--- config.mk ---
export PLATFORM = sky130hd
export DESIGN_NAME = paralelo_serial_fifo_flat
export DESIGN_NICKNAME = d
export VERILOG_FILES = /design/src/rtl/paralelo_serial_fifo_pkg.sv /design/src/rtl/paralelo_serial_fifo_if.sv /design/src/rtl/paralelo_serial_fifo_sync_fifo.sv /design/src/rtl/paralelo_serial_fifo.sv /design/src/flat_wrapper.sv
export SDC_FILE = /design/constraint.sdc
export NUM_CORES = 1
export LEC_CHECK = 0
export BUFFER_PORTS_ARGS = -buffer_cell sky130_fd_sc_hd__buf_2
export CORE_MARGIN = 3
export CORE_UTILIZATION = 25
export DETAILED_ROUTE_END_ITERATION = 8
export SYNTH_ARGS = -nofsm -noshare
export SYNTH_HDL_FRONTEND = slang
export SYNTH_HIERARCHICAL = 1
export SYNTH_SLANG_ARGS = --single-unit
--- constraint.sdc ---
create_clock -name clk_32f -period 2.9 [get_ports clk_32f]
set_input_delay 0.435 -clock clk_32f [delete_from_list [all_inputs] [get_ports clk_32f]]
set_output_delay 0.435 -clock clk_32f [all_outputs]
set_load 0.01 [all_outputs]
--- src/rtl/paralelo_serial_fifo_pkg.sv ---
// Shared constants for the parallel-to-serial converter.
//   IDLE_SYM_DEFAULT : filler word sent when no data is queued at a word boundary
//   MSB_FIRST_MODE / LSB_FIRST_MODE : bit-order selectors for the MSB_FIRST parameter
package paralelo_serial_pkg;

  localparam logic [7:0] IDLE_SYM_DEFAULT = 8'hBC;

  localparam bit MSB_FIRST_MODE = 1'b1;
  localparam bit LSB_FIRST_MODE = 1'b0;

endpackage

--- src/rtl/paralelo_serial_fifo_if.sv ---
// Handshake and serial-output bundle of paralelo_serial_fifo.
//   data_in, valid_in : parallel word offered by the source
//   ready_out         : converter can accept a word this cycle
//   data_out          : serial bit
//   word_start        : data_out carries the first bit of a word
//   data_active       : data_out belongs to a real (non-idle) word
//   fifo_count        : words currently queued
// master = source side, slave = converter side.
interface paralelo_serial_fifo_if #(
  parameter int unsigned DATA_W = 8,
  parameter int unsigned DEPTH  = 4
);

  localparam int unsigned CNT_W = $clog2(DEPTH) + 1;

  logic [DATA_W-1:0] data_in;
  logic              valid_in;
  logic              ready_out;
  logic              data_out;
  logic              word_start;
  logic              data_active;
  logic [CNT_W-1:0]  fifo_count;

  modport master (
    output data_in,
    output valid_in,
    input  ready_out,
    input  data_out,
    input  word_start,
    input  data_active,
    input  fifo_count
  );

  modport slave (
    input  data_in,
    input  valid_in,
    output ready_out,
    output data_out,
    output word_start,
    output data_active,
    output fifo_count
  );

endinterface

--- src/rtl/paralelo_serial_fifo_sync_fifo.sv ---
// Single-clock word FIFO with synchronous active-high reset.
//   i_clk, i_reset : clock and synchronous reset (flushes pointers and count)
//   i_push, i_data : write request and word; ignored while full
//   i_pop          : read request; ignored while empty
//   o_data         : head word (valid while !o_empty)
//   o_full, o_empty, o_count : occupancy status
module sync_fifo #(
  parameter int unsigned WIDTH = 8,
  parameter int unsigned DEPTH = 4
) (
  input  logic                     i_clk,
  input  logic                     i_reset,
  input  logic                     i_push,
  input  logic [WIDTH-1:0]         i_data,
  input  logic                     i_pop,
  output logic [WIDTH-1:0]         o_data,
  output logic                     o_full,
  output logic                     o_empty,
  output logic [$clog2(DEPTH):0]   o_count
);

  localparam int unsigned PTR_W = $clog2(DEPTH);
  localparam int unsigned CNT_W = PTR_W + 1;

  logic [WIDTH-1:0] r_mem [DEPTH];
  logic [PTR_W-1:0] r_wr_ptr;
  logic [PTR_W-1:0] r_rd_ptr;
  logic [CNT_W-1:0] r_count;

  logic w_push;
  logic w_pop;

  assign o_full  = (r_count == CNT_W'(DEPTH));
  assign o_empty = (r_count == '0);
  assign o_count = r_count;
  assign o_data  = r_mem[r_rd_ptr];

  assign w_push = i_push && !o_full;
  assign w_pop  = i_pop && !o_empty;

  // Storage carries no reset; only pointers and count define the contents.
  always_ff @(posedge i_clk) begin
    if (w_push) begin
      r_mem[r_wr_ptr] <= i_data;
    end
  end

  // Pointers wrap naturally because DEPTH is a power of two.
  always_ff @(posedge i_clk) begin
    if (i_reset) begin
      r_wr_ptr <= '0;
      r_rd_ptr <= '0;
      r_count  <= '0;
    end else begin
      if (w_push) begin
        r_wr_ptr <= r_wr_ptr + 1'b1;
      end
      if (w_pop) begin
        r_rd_ptr <= r_rd_ptr + 1'b1;
      end
      unique case ({w_push, w_pop})
        2'b10:   r_count <= r_count + 1'b1;
        2'b01:   r_count <= r_count - 1'b1;
        default: r_count <= r_count;
      endcase
    end
  end

endmodule

--- src/rtl/paralelo_serial_fifo.sv ---
// Parallel-to-serial converter: buffers DATA_W-bit words in a DEPTH-word FIFO and
// shifts them out one bit per clk_32f cycle. A word boundary occurs every DATA_W
// cycles; if nothing is queued there, IDLE_SYM is sent instead.
//   clk_32f : bit clock
//   reset   : synchronous active-high reset (truncates current word, flushes FIFO)
//   bus     : slave side of paralelo_serial_fifo_if (handshake in, serial out)
module paralelo_serial_fifo
  import paralelo_serial_pkg::*;
#(
  parameter int unsigned       DATA_W    = 8,
  parameter int unsigned       DEPTH     = 4,
  parameter bit                MSB_FIRST = MSB_FIRST_MODE,
  parameter logic [DATA_W-1:0] IDLE_SYM  = DATA_W'(IDLE_SYM_DEFAULT)
) (
  input logic                   clk_32f,
  input logic                   reset,
  paralelo_serial_fifo_if.slave bus
);

  localparam int unsigned CNT_W  = $clog2(DEPTH) + 1;
  localparam int unsigned BCNT_W = (DATA_W > 2) ? $clog2(DATA_W) : 1;
  localparam logic [BCNT_W-1:0] BIT_LAST = BCNT_W'(DATA_W - 1);

  logic [BCNT_W-1:0] r_bit_cnt;
  logic [DATA_W-2:0] r_shift;
  logic              r_data_out;
  logic              r_word_start;
  logic              r_data_active;

  logic              w_load;
  logic [DATA_W-1:0] w_fifo_data;
  logic              w_full;
  logic              w_empty;
  logic [CNT_W-1:0]  w_count;
  logic [DATA_W-1:0] w_word;
  logic              w_first_bit;
  logic [DATA_W-2:0] w_rest;
  logic              w_shift_bit;
  logic [DATA_W-2:0] w_shift_nxt;

  assign w_load = (r_bit_cnt == '0);

  // The pop request is the load strobe; the FIFO ignores it when empty, which
  // is exactly the case where the idle symbol is sent instead.
  sync_fifo #(
    .WIDTH (DATA_W),
    .DEPTH (DEPTH)
  ) u_fifo (
    .i_clk   (clk_32f),
    .i_reset (reset),
    .i_push  (bus.valid_in),
    .i_data  (bus.data_in),
    .i_pop   (w_load),
    .o_data  (w_fifo_data),
    .o_full  (w_full),
    .o_empty (w_empty),
    .o_count (w_count)
  );

  always_comb begin
    w_word = w_empty ? IDLE_SYM : w_fifo_data;
    if (MSB_FIRST) begin
      w_first_bit = w_word[DATA_W-1];
      w_rest      = w_word[DATA_W-2:0];
      w_shift_bit = r_shift[DATA_W-2];
      w_shift_nxt = r_shift << 1;
    end else begin
      w_first_bit = w_word[0];
      w_rest      = w_word[DATA_W-1:1];
      w_shift_bit = r_shift[0];
      w_shift_nxt = r_shift >> 1;
    end
  end

  always_ff @(posedge clk_32f) begin
    if (reset) begin
      r_bit_cnt     <= '0;
      r_shift       <= '0;
      r_data_out    <= 1'b0;
      r_word_start  <= 1'b0;
      r_data_active <= 1'b0;
    end else begin
      r_bit_cnt <= (r_bit_cnt == BIT_LAST) ? '0 : r_bit_cnt + 1'b1;
      if (w_load) begin
        r_data_out    <= w_first_bit;
        r_shift       <= w_rest;
        r_word_start  <= 1'b1;
        r_data_active <= !w_empty;
      end else begin
        r_data_out   <= w_shift_bit;
        r_shift      <= w_shift_nxt;
        r_word_start <= 1'b0;
      end
    end
  end

  assign bus.ready_out   = !w_full;
  assign bus.fifo_count  = w_count;
  assign bus.data_out    = r_data_out;
  assign bus.word_start  = r_word_start;
  assign bus.data_active = r_data_active;

endmodule

--- src/flat_wrapper.sv ---
// flat-port wrapper written by rule: the top's interface ports become plain ports
module paralelo_serial_fifo_flat import paralelo_serial_pkg::*;
#(
  parameter int unsigned       DATA_W    = 8,
  parameter int unsigned       DEPTH     = 4,
  parameter bit                MSB_FIRST = MSB_FIRST_MODE,
  parameter logic [DATA_W-1:0] IDLE_SYM  = DATA_W'(IDLE_SYM_DEFAULT)
)
  (clk_32f, reset, bus_data_in, bus_valid_in, bus_ready_out, bus_data_out, bus_word_start, bus_data_active, bus_fifo_count);
  paralelo_serial_fifo_if #(.DATA_W(DATA_W), .DEPTH(DEPTH)) bus_i ();
  input logic clk_32f;
  input logic reset;
  input wire logic [$bits(bus_i.data_in)-1:0] bus_data_in;
  input wire logic [$bits(bus_i.valid_in)-1:0] bus_valid_in;
  output wire logic [$bits(bus_i.ready_out)-1:0] bus_ready_out;
  output wire logic [$bits(bus_i.data_out)-1:0] bus_data_out;
  output wire logic [$bits(bus_i.word_start)-1:0] bus_word_start;
  output wire logic [$bits(bus_i.data_active)-1:0] bus_data_active;
  output wire logic [$bits(bus_i.fifo_count)-1:0] bus_fifo_count;
  assign bus_i.data_in = bus_data_in;
  assign bus_i.valid_in = bus_valid_in;
  assign bus_ready_out = bus_i.ready_out;
  assign bus_data_out = bus_i.data_out;
  assign bus_word_start = bus_i.word_start;
  assign bus_data_active = bus_i.data_active;
  assign bus_fifo_count = bus_i.fifo_count;
  paralelo_serial_fifo #(.DATA_W(DATA_W), .DEPTH(DEPTH), .MSB_FIRST(MSB_FIRST), .IDLE_SYM(IDLE_SYM)) u_core (.clk_32f(clk_32f), .reset(reset), .bus(bus_i));
endmodule
After elaboration in Yosys (flattened, before gate mapping):

Memory sizes are Yosys's and may differ from the RTL's. A register that Yosys moved wholly into a read port is not among the register bits.
Cells that the tools add are included.

* flip-flop bits (word level): 20
* latch bits: 0
* RAM bits: 32
* memory bits (read-only): 0
* input port bits: 11
* word-level logic and storage cells: 38
* memories: 1

* $add $sub $neg: 5
* multiply operators: 0
* divide/modulo/power cells: 0
* order comparisons: 0
* eq/ne operators: 4
* shift-type cells: 0
* muxes and demuxes: 9
* bitwise gates (word level): 1
* reduce and logical (&&, ||, !) cells: 9

Memories
* u_core.u_fifo.r_mem: depth 4, bits a word 8, read ports 1, clocked after Yosys merged registers in 1, wr ports 1, RTL line paralelo_serial_fifo_sync_fifo.sv:25 `logic [WIDTH-1:0] r_mem [DEPTH];`

Operators with widths (number)
* 8-bit two-way mux: 1
* 7-bit two-way mux: 1
* 3-bit by 1-bit adder with 3-bit output (second input constant): 2
* 3-bit equality test (second input constant): 2
* 3-bit logical NOT: 2
* 3-bit case mux with 2 select lines: 1
* 2-bit by 1-bit adder with 2-bit output (second input constant): 2
* 1-bit two-way mux: 4
* 2-bit two-way mux: 2
* 3-bit OR reduction: 1
* 3-bit by 1-bit subtractor with 3-bit output (second input constant): 1
* 2-bit by 1-bit equality test with 1-bit output (second input constant): 1
* 2-bit equality test (second input constant): 1
* 1-bit logical AND: 2
* 1-bit logical NOT: 2
* 2-bit nonzero test: 1
* 2-bit OR reduction: 1
* 1-bit inverter: 1

Longest topological paths before layout:

Gate-level depths: netlist of the first run.

* depth after elaboration: 5
* gate-level depth with buffers: 13
* mapped depth without buffers: 12

By module:

Netlist of the first run, hierarchy kept.

By module, submodules not included
* sync_fifo: instances 1, cells each 96, area each 1635.3 um^2, sequential area each 1141.1 um^2
* paralelo_serial_fifo: instances 1, cells each 52, area each 561.8 um^2, sequential area each 260.2 um^2

Least setup slack after synthesis of the first run:

No wires, ideal clock.

* path type: flip-flop to flip-flop
* start point: register u_core.r_bit_cnt[0]
* end point: register u_core.u_fifo.r_count[2] (netlist: u_core/u_fifo/o_count[2])
* data arrival time: 2.058 ns
* required time: 2.830 ns
* setup slack: 0.772 ns
* stages on the path, launching flop included: 14
* cell sequence: dfxtp_1 > inv_1 > ha_1 > nand2b_4 > buf_12 > clkinv_16 > o31ai_2 > inv_1 > ha_1 > inv_1 > fa_1 > xor2_1 > or3_1 > a21oi_1

* word-level cells in the longest chain between the ends: 4

RTL lines
* start, declared: RTL line paralelo_serial_fifo.sv:24 `logic [BCNT_W-1:0] r_bit_cnt;`
* start signal, assigned: RTL line paralelo_serial_fifo.sv:83 `r_bit_cnt <= (r_bit_cnt == BIT_LAST) ? '0 : r_bit_cnt + 1'b1;`
* 3-bit logical NOT (*): RTL line paralelo_serial_fifo.sv:41 `assign w_load = (r_bit_cnt == '0);`
* via u_core.w_load: RTL line paralelo_serial_fifo.sv:30 `logic w_load;`
* 1-bit logical AND (*): RTL line paralelo_serial_fifo_sync_fifo.sv:39 `assign w_pop = i_pop && !o_empty;`
* via u_core.u_fifo.w_pop: RTL line paralelo_serial_fifo_sync_fifo.sv:31 `logic w_pop;`
* 2-bit by 1-bit equality test with 1-bit output or 2-bit equality test (tied branches): RTL line paralelo_serial_fifo_sync_fifo.sv:61 `unique case ({w_push, w_pop})`
* 3-bit case mux with 2 select lines or 2-bit nonzero test (tied branches)
* end signal, assigned: RTL line paralelo_serial_fifo_sync_fifo.sv:62 `2'b10: r_count <= r_count + 1'b1;`
* end signal, assigned: RTL line paralelo_serial_fifo_sync_fifo.sv:63 `2'b01: r_count <= r_count - 1'b1;`
* end signal, assigned: RTL line paralelo_serial_fifo_sync_fifo.sv:64 `default: r_count <= r_count;`
* end, declared: RTL line paralelo_serial_fifo_sync_fifo.sv:28 `logic [CNT_W-1:0] r_count;`

The timed path passes the listed nets; every way through them passes the cells marked *.
A chain may end at the register's enable or synchronous reset.

Worst setup path in the final report of the first run:

* start point: register u_core.u_fifo.r_count[2] (netlist: u_core/u_fifo/o_count[2])
* end point: register u_core.u_fifo.r_count[2] (netlist: u_core/u_fifo/o_count[2])

* word-level cells in the longest chain between the ends: 5

RTL lines
* 3-bit equality test (*): RTL line paralelo_serial_fifo_sync_fifo.sv:33 `assign o_full = (r_count == CNT_W'(DEPTH));`
* via u_core.w_full: RTL line paralelo_serial_fifo.sv:32 `logic w_full;`
* 1-bit logical NOT (*): RTL line paralelo_serial_fifo_sync_fifo.sv:38 `assign w_push = i_push && !o_full;`
* 1-bit logical AND (*): RTL line paralelo_serial_fifo_sync_fifo.sv:38
* 2-bit by 1-bit equality test with 1-bit output or 2-bit equality test (tied branches): RTL line paralelo_serial_fifo_sync_fifo.sv:61
* 3-bit case mux with 2 select lines or 2-bit nonzero test (tied branches)

Marked as above.

==> results of run 1 <==
-- per-layer routing --
layer	vias up	part of all wire	global-route usage
met5	-	0	0
met4	0	0.020	0.03466
met2	18	0.46	0.1160
li1	563	-	-
met1	537	0.47	0.09385
met3	6	0.044	0.02454
-- layout make-up --
cell class	instances	area [um2]	share of cell area
sequential	54	1401	0.5639
multi-input combinational	76	681.9	0.2744
tap	105	131.4	0.05287
timing repair buffer	17	85.08	0.03424
inverter	12	71.32	0.02870
clock buffer	5	68.82	0.02769
clock inverter	3	45.04	0.01813
-- registers in the layout (all words and copies together), names as in the netlist, named ones only --
| signal | cells |
|---|---|
| u_core/bus.data_active | 1 |
| u_core/bus.data_out | 1 |
| u_core/bus.word_start | 1 |
| u_core/r_bit_cnt | 3 |
| u_core/r_shift | 7 |
| u_core/u_fifo/o_count | 3 |
| u_core/u_fifo/r_mem | 32 |
| u_core/u_fifo/r_rd_ptr | 2 |
| u_core/u_fifo/r_wr_ptr | 2 |
-- how the worst max path moves through the flow --
stage,from,to,slack [ps],cells after the start
2_1_floorplan,u_core/r_bit_cnt[0],u_core/u_fifo/o_count[2],770,13
3_3_place_gp,u_core/u_fifo/o_count[2],u_core/u_fifo/o_count[2],710,9
3_5_place_dp,u_core/u_fifo/o_count[2],u_core/u_fifo/o_count[2],650,9
4_1_cts,u_core/u_fifo/o_count[2],u_core/u_fifo/o_count[2],630,9
5_1_grt,u_core/r_bit_cnt[0],u_core/u_fifo/o_count[2],500,12
6_report,u_core/u_fifo/o_count[2],u_core/u_fifo/o_count[2],640,9
-- cell families after synthesis --
| logic type | after synthesis | synth area share |
|---|---|---|
| flops | 54 | 0.6378 |
| simple gates | 44 | 0.1236 |
| buf+inv | 18 | 0.05182 |
| compound gates | 11 | 0.03359 |
| mux | 9 | 0.08656 |
| fa+ha+maj | 9 | 0.05467 |
| xor+xnor | 3 | 0.01196 |
-- placed cells by master, fill, tap and decap left out, drive strengths merged --
cell and count:
o31ai 1, bufinv 1, mux2i 1, o21ai 3, dfxtp 22, nor4b 1
ha 8, nand3b 2, nor2 13, nand2 3, clkinv 1, and2 4
xor2 3, or3 3, nand2b 3, buf 17, edfxtp 32, mux4 8
a21oi 6, fa 1, nor3b 3, inv 11, clkbuf 5, nor3 12
a211oi 1, clkinvlp 2
-- power groups by stage --
| stage | sequential, uW | clock [uW] | combinational [uW] |
|---|---|---|---|
| after floorplan | 1010 | 0 | 427 |
| after global placement | 1040 | 0 | 502 |
| after CTS | 1030 | 520 | 509 |
| final | 1020 | 501 | 500 |
| after detailed placement | 1040 | 0 | 506 |
| after global routing | 1040 | 551 | 564 |
-- metrics by stage --
step / area (um2) / total power, uW / util / hold WS (ps)
floorplan: 2197 / 1433 / - / 417.4
global placement: 2371 / 1543 / 0.2829 / 434.2
detailed placement: 2371 / 1549 / 0.2829 / 432.7
CTS: 2485 / 2053 / 0.2965 / 327.6
global route: 2485 / 2155 / 0.2965 / 323.0
finish: 2485 / 2021 / 0.2965 / 336.2
==> run summary, run 1 <==
Final Cycle Share: 0.7793
Placer Congestion: 0.7078
status: completed
Post-route DRC: 0
total gr overflow: 0
share of layout cells above drive strength 1: 0.2635
critical path's slowest cell: dfxtp_1
synth top area cells: edfxtp_1 44%, dfxtp_1 20%, mux4_2 8.2%
initial antenna violation count: 0
number of port buffers: 17
Die X: 99.75 um
GRT Overall Usage: 0.07462
final setup vio count: 0
n_diodes: 0
FP Rows: 33
DP HPWL: 2.318 mm
Max IR drop VDD: 0.0003723 V
Logic pwr share: 0.247
CP required: 3140 ps
Hold Path Stages: 1
Mapped Area: 2197 um2
synthesized instance count: 148
fin cells: 272
Netlist cell types: 31
unrepaired setup endpoints after global routing: no
setup ws final: 640.0 ps
CP cell instances: nor3b_2, nor2_1, inv_1, ha_1, inv_1, fa_1, xor2_1, or3_1, a21oi_1
Pins Over Slew Limit: 0
Clock power frac: 0.248
final net count: 186
CTS tree: built
count leader, synth: edfxtp_1
die height: 99.75 um
EDFF count, synth: 32
Rel. slew slack: 0.5667
Boundary Pins: 18
Total Routed Length: 3.398 mm
Initial Util: 0.2621
synth cell count leaders: 32 x edfxtp_1, 22 x dfxtp_1, 12 x nor2_1
crit-path leading delay family: simple AND/OR/NAND/NOR gates
largest net degree at the start of global routing: 23
hold_sp: bus_data_in[3]
Top FF cell, synth: edfxtp_1
r2r worst-path depth: 9
endpoint class of the critical path: register
Core ar.: 8382 um2
vias in the first global route: 1083
wire per inst: 12.49 um
pre-CTS setup slack: 653.7 ps
CP max stage delay: 440 ps
Slew @ Worst Pin: 646.5 ps
Worst R2R Setup Slack: 640 ps
CP startpoint kind: register
hold endpoint: u_core/u_fifo/r_mem[3][3]
die area: 9949 um2
area leader, netlist: edfxtp_1
R2R Path Start: u_core/u_fifo/o_count[2]
Synth top area share: 0.4374
Vias per Instance: 4.132
Avg Synthesized Cell Area: 14.85 um2
Final ANT Viol Nets: 0
Sequential Power Share: 0.505
Setup CP Type: reg2reg
Power Density: 813.3 nW/um2
Hold Vio Cnt, Final: 0
TNS Setup: 0 ps
Bufs and invs on worst path: 2
# placed instances: 264
worst hold path type: in2reg
DRT iter0 DRCs: 45
LEAKAGE: 0.0008872 uW
switching share of power: 0.2956
Clock Root Buffer: clkbuf_8
clock skew: 9.142 ps
post-synthesis async set-or-reset flop share: 0
# Max-Cap Violations: 0
PostCTS Resize Cnt: 0
syn nets: 168
critical-path maximum fanout: 6
H-tree depth: 2
Sink Count: 54
Max Root-Sink Buffers: 2
most used cell along the critical path: inv_1
growth of design area from synthesis to finish: 13.10%
cts hold-fix bufs: 0
critical path arrival: 2500 ps
post-CTS setup buffer count: 0
Vias: 1124
Max Clk Rate: 0.4425 GHz
first-pass iteration count of the detailed router: 4
Sw Pwr: 597.4 uW
filler cell count: 847
first-pass GRT wire length: 5.609 mm
Crit Reg-Reg Endpoint: u_core/u_fifo/o_count[2]
flops & latches, synth: 54
clk slew on worst S/H paths: 100 ps
CTS Buf Count: 5
sequential share of the synthesized area: 0.6378
internal power: 1423 uW
Final Critical Period: 2260 ps
Yosys warnings: 6
clk_lat worst skew: 310 ps
Note: power is estimated with default switching activity, not from simulation.
==> inputs of run 2 (changes only) <==
clock period = 2.4 ns   (was 2.9 ns; I/O delays follow)
==> run summary, run 2 (synthesis gave the netlist of run 1 again) <==
Placer Congestion: 0.7079 (was 0.7078)
initial antenna violation count: 0 (unchanged)
R2R Path Start: u_core/r_bit_cnt[0] (was u_core/u_fifo/o_count[2])
CP required: 2630 ps (was 3140 ps)
total gr overflow: 0 (unchanged)
first-pass iteration count of the detailed router: 4 (unchanged)
H-tree depth: 2 (unchanged)
r2r worst-path depth: 12 (was 9)
number of flip-flops in the largest register: 32 (unchanged)
GRT Overall Usage: 0.07347 (was 0.07462)
endpoint class of the critical path: register (unchanged)
Max IR drop VDD: 0.0003805 V (was 0.0003723 V)
wire per inst: 12.23 um (was 12.49 um)
critical path arrival: 2450 ps (was 2500 ps)
Hold WS: 265.3 ps (was 336.2 ps)
TNS Setup: 0 ps (unchanged)
hold_sp: bus_data_in[2] (was bus_data_in[3])
die height: 99.75 um (unchanged)
critical-path maximum fanout: 11 (was 6)
Crit Reg-Reg Endpoint: u_core/u_fifo/o_count[2] (unchanged)
critical path's slowest cell: fa_1 (was dfxtp_1)
Final ANT Viol Nets: 0 (unchanged)
Final Critical Period: 2215 ps (was 2260 ps)
share of layout cells above drive strength 1: 0.2781 (was 0.2635)
Boundary Pins: 18 (unchanged)
crit-path leading delay family: adder cells (was simple AND/OR/NAND/NOR gates)
number of port buffers: 17 (unchanged)
Core ar.: 8382 um2 (unchanged)
Layout Utilization: 0.2963 (was 0.2965)
final setup vio count: 0 (unchanged)
growth of design area from synthesis to finish: 13.04% (was 13.10%)
Post-route DRC: 0 (unchanged)
DP HPWL: 2.312 mm (was 2.318 mm)
pre-CTS setup slack: 134.4 ps (was 653.7 ps)
CP startpoint kind: register (unchanged)
Slew @ Worst Pin: 677.9 ps (was 646.5 ps)
worst hold path type: in2reg (unchanged)
CTS Buf Count: 5 (unchanged)
cts hold-fix bufs: 0 (unchanged)
Bufs and invs on worst path: 4 (was 2)
n_diodes: 0 (unchanged)
Rel. slew slack: 0.5456 (was 0.5667)
commonest non-fill, non-tap cell in the layout: edfxtp_1 (unchanged)
final net count: 188 (was 186)
CTS tree: built (unchanged)
DRT iter0 DRCs: 50 (was 45)
Hold Path Stages: 1 (unchanged)
hold endpoint: u_core/u_fifo/r_mem[0][2] (was u_core/u_fifo/r_mem[3][3])
setup ws final: 185.4 ps (was 640.0 ps)
Max Root-Sink Buffers: 2 (unchanged)
Final Cycle Share: 0.9227 (was 0.7793)
die area: 9949 um2 (unchanged)
Vias per Instance: 4.150 (was 4.132)
Initial Util: 0.2621 (unchanged)
Total Routed Length: 3.351 mm (was 3.398 mm)
largest net degree at the start of global routing: 23 (unchanged)
# placed instances: 264 (unchanged)
status: completed (unchanged)
Sink Count: 54 (unchanged)
most used cell along the critical path: inv_1 (unchanged)
unrepaired setup endpoints after global routing: no (unchanged)
Biggest register: u_core/u_fifo/r_mem (unchanged)
CP cell instances: inv_1, ha_1, nand2b_4, clkinv_16, o31ai_2, inv_1, ha_1, inv_1, fa_1, xor2_1, or3_1, a21oi_1 (was nor3b_2, nor2_1, inv_1, ha_1, inv_1, fa_1, xor2_1, or3_1, a21oi_1)
filler cell count: 848 (was 847)
Pins Over Slew Limit: 0 (unchanged)
Power Density: 946.7 nW/um2 (was 813.3 nW/um2)
clk slew on worst S/H paths: 100 ps (about the same)
clock skew: 9.856 ps (was 9.142 ps)
clk_lat worst skew: 310 ps (about the same)
commonest cells after routing, fill and taps aside: 32 x edfxtp_1, 21 x dfxtp_1, 17 x buf_2 (was 32 x edfxtp_1, 22 x dfxtp_1, 17 x buf_2)
LEAKAGE: 0.0008862 uW (was 0.0008872 uW)
Die X: 99.75 um (unchanged)
vias in the first global route: 1099 (was 1083)
# Max-Cap Violations: 0 (unchanged)
Worst R2R Setup Slack: 190 ps (was 640 ps)
Top Registers: u_core/u_fifo/r_mem: 32 flops, u_core/r_shift: 7 flops (unchanged)
Setup CP Type: reg2reg (unchanged)
Max Clk Rate: 0.4516 GHz (was 0.4425 GHz)
Vias: 1137 (was 1124)
CP max stage delay: 370 ps (was 440 ps)
Clock Root Buffer: clkbuf_8 (unchanged)
FP Rows: 33 (unchanged)
fin cells: 274 (was 272)
first-pass GRT wire length: 5.623 mm (was 5.609 mm)
Hold Vio Cnt, Final: 0 (unchanged)
## run 2: cell count changes in the layout (fill, tap and decap cells not counted)
cell | previous run | this run
clkinvlp_4 | 2 | 1
clkinvlp_2 | 0 | 1
dfxtp_1 | 22 | 21
nor3b_2 | 1 | 0
dfxtp_2 | 0 | 1
buf_4 | 0 | 2
nor3b_4 | 0 | 1
clkinv_4 | 0 | 1
bufinv_16 | 1 | 0
## run 2: report_power, final
part           internal, uW  switching (uW)
Sequential             1120             120
Clock                   205             292
Combinational           303             313
## run 2: repair_timing
item,CTS,global route
setup endpoints to repair,0,1
gates resized for setup,0,2
buffers inserted,0,2
## run 2: how the worst max path moves through the flow
stage	startpoint	end	slack, ps	cells past startpoint
after floorplan	u_core/r_bit_cnt[0]	u_core/u_fifo/o_count[2]	270	13
after global placement	u_core/u_fifo/o_count[2]	u_core/u_fifo/o_count[2]	210	9
final	u_core/r_bit_cnt[0]	u_core/u_fifo/o_count[2]	190	12
after detailed placement	u_core/u_fifo/o_count[2]	u_core/u_fifo/o_count[2]	130	9
after CTS	u_core/u_fifo/o_count[2]	u_core/u_fifo/o_count[2]	120	9
after global routing	u_core/r_bit_cnt[0]	u_core/u_fifo/o_count[2]	50	12
## run 2: per-stage QoR
stage	cell area [um2]	power, uW
2_1_floorplan	2197	1731
3_3_place_gp	2371	1864
3_5_place_dp	2371	1872
4_1_cts	2461	2376
5_1_grt	2484	2523
6_report	2484	2351
## run 2: area by class of cell
cell class              instances  area (um2)  share of cell area
inverters                      12       71.32             0.02872
clock buffers                   5       68.82             0.02771
well taps                     105       131.4             0.05290
clock inverters                 3       21.27            0.008564
multi-input cells              76       688.2              0.2771
flip-flops and latches         54        1403              0.5647
repair buffers                 19       100.1             0.04030
## run 2: routing by layer
| metal | GRT usage | part of all wire |
|---|---|---|
| met3 | 0.02244 | 0.047 |
| met1 | 0.09752 | 0.47 |
| met5 | 0 | 0 |
| met4 | 0.03151 | 0.012 |
| met2 | 0.1108 | 0.47 |
## run 2: worst register-to-register path, cell delays in order (launching register included)
cell	delay (ps)
dfxtp_1	340
inv_1	60
ha_1	190
nand2b_4	130
clkinv_16	90
o31ai_2	80
inv_1	70
ha_1	170
inv_1	60
fa_1	370
xor2_1	160
or3_1	300
a21oi_1	140
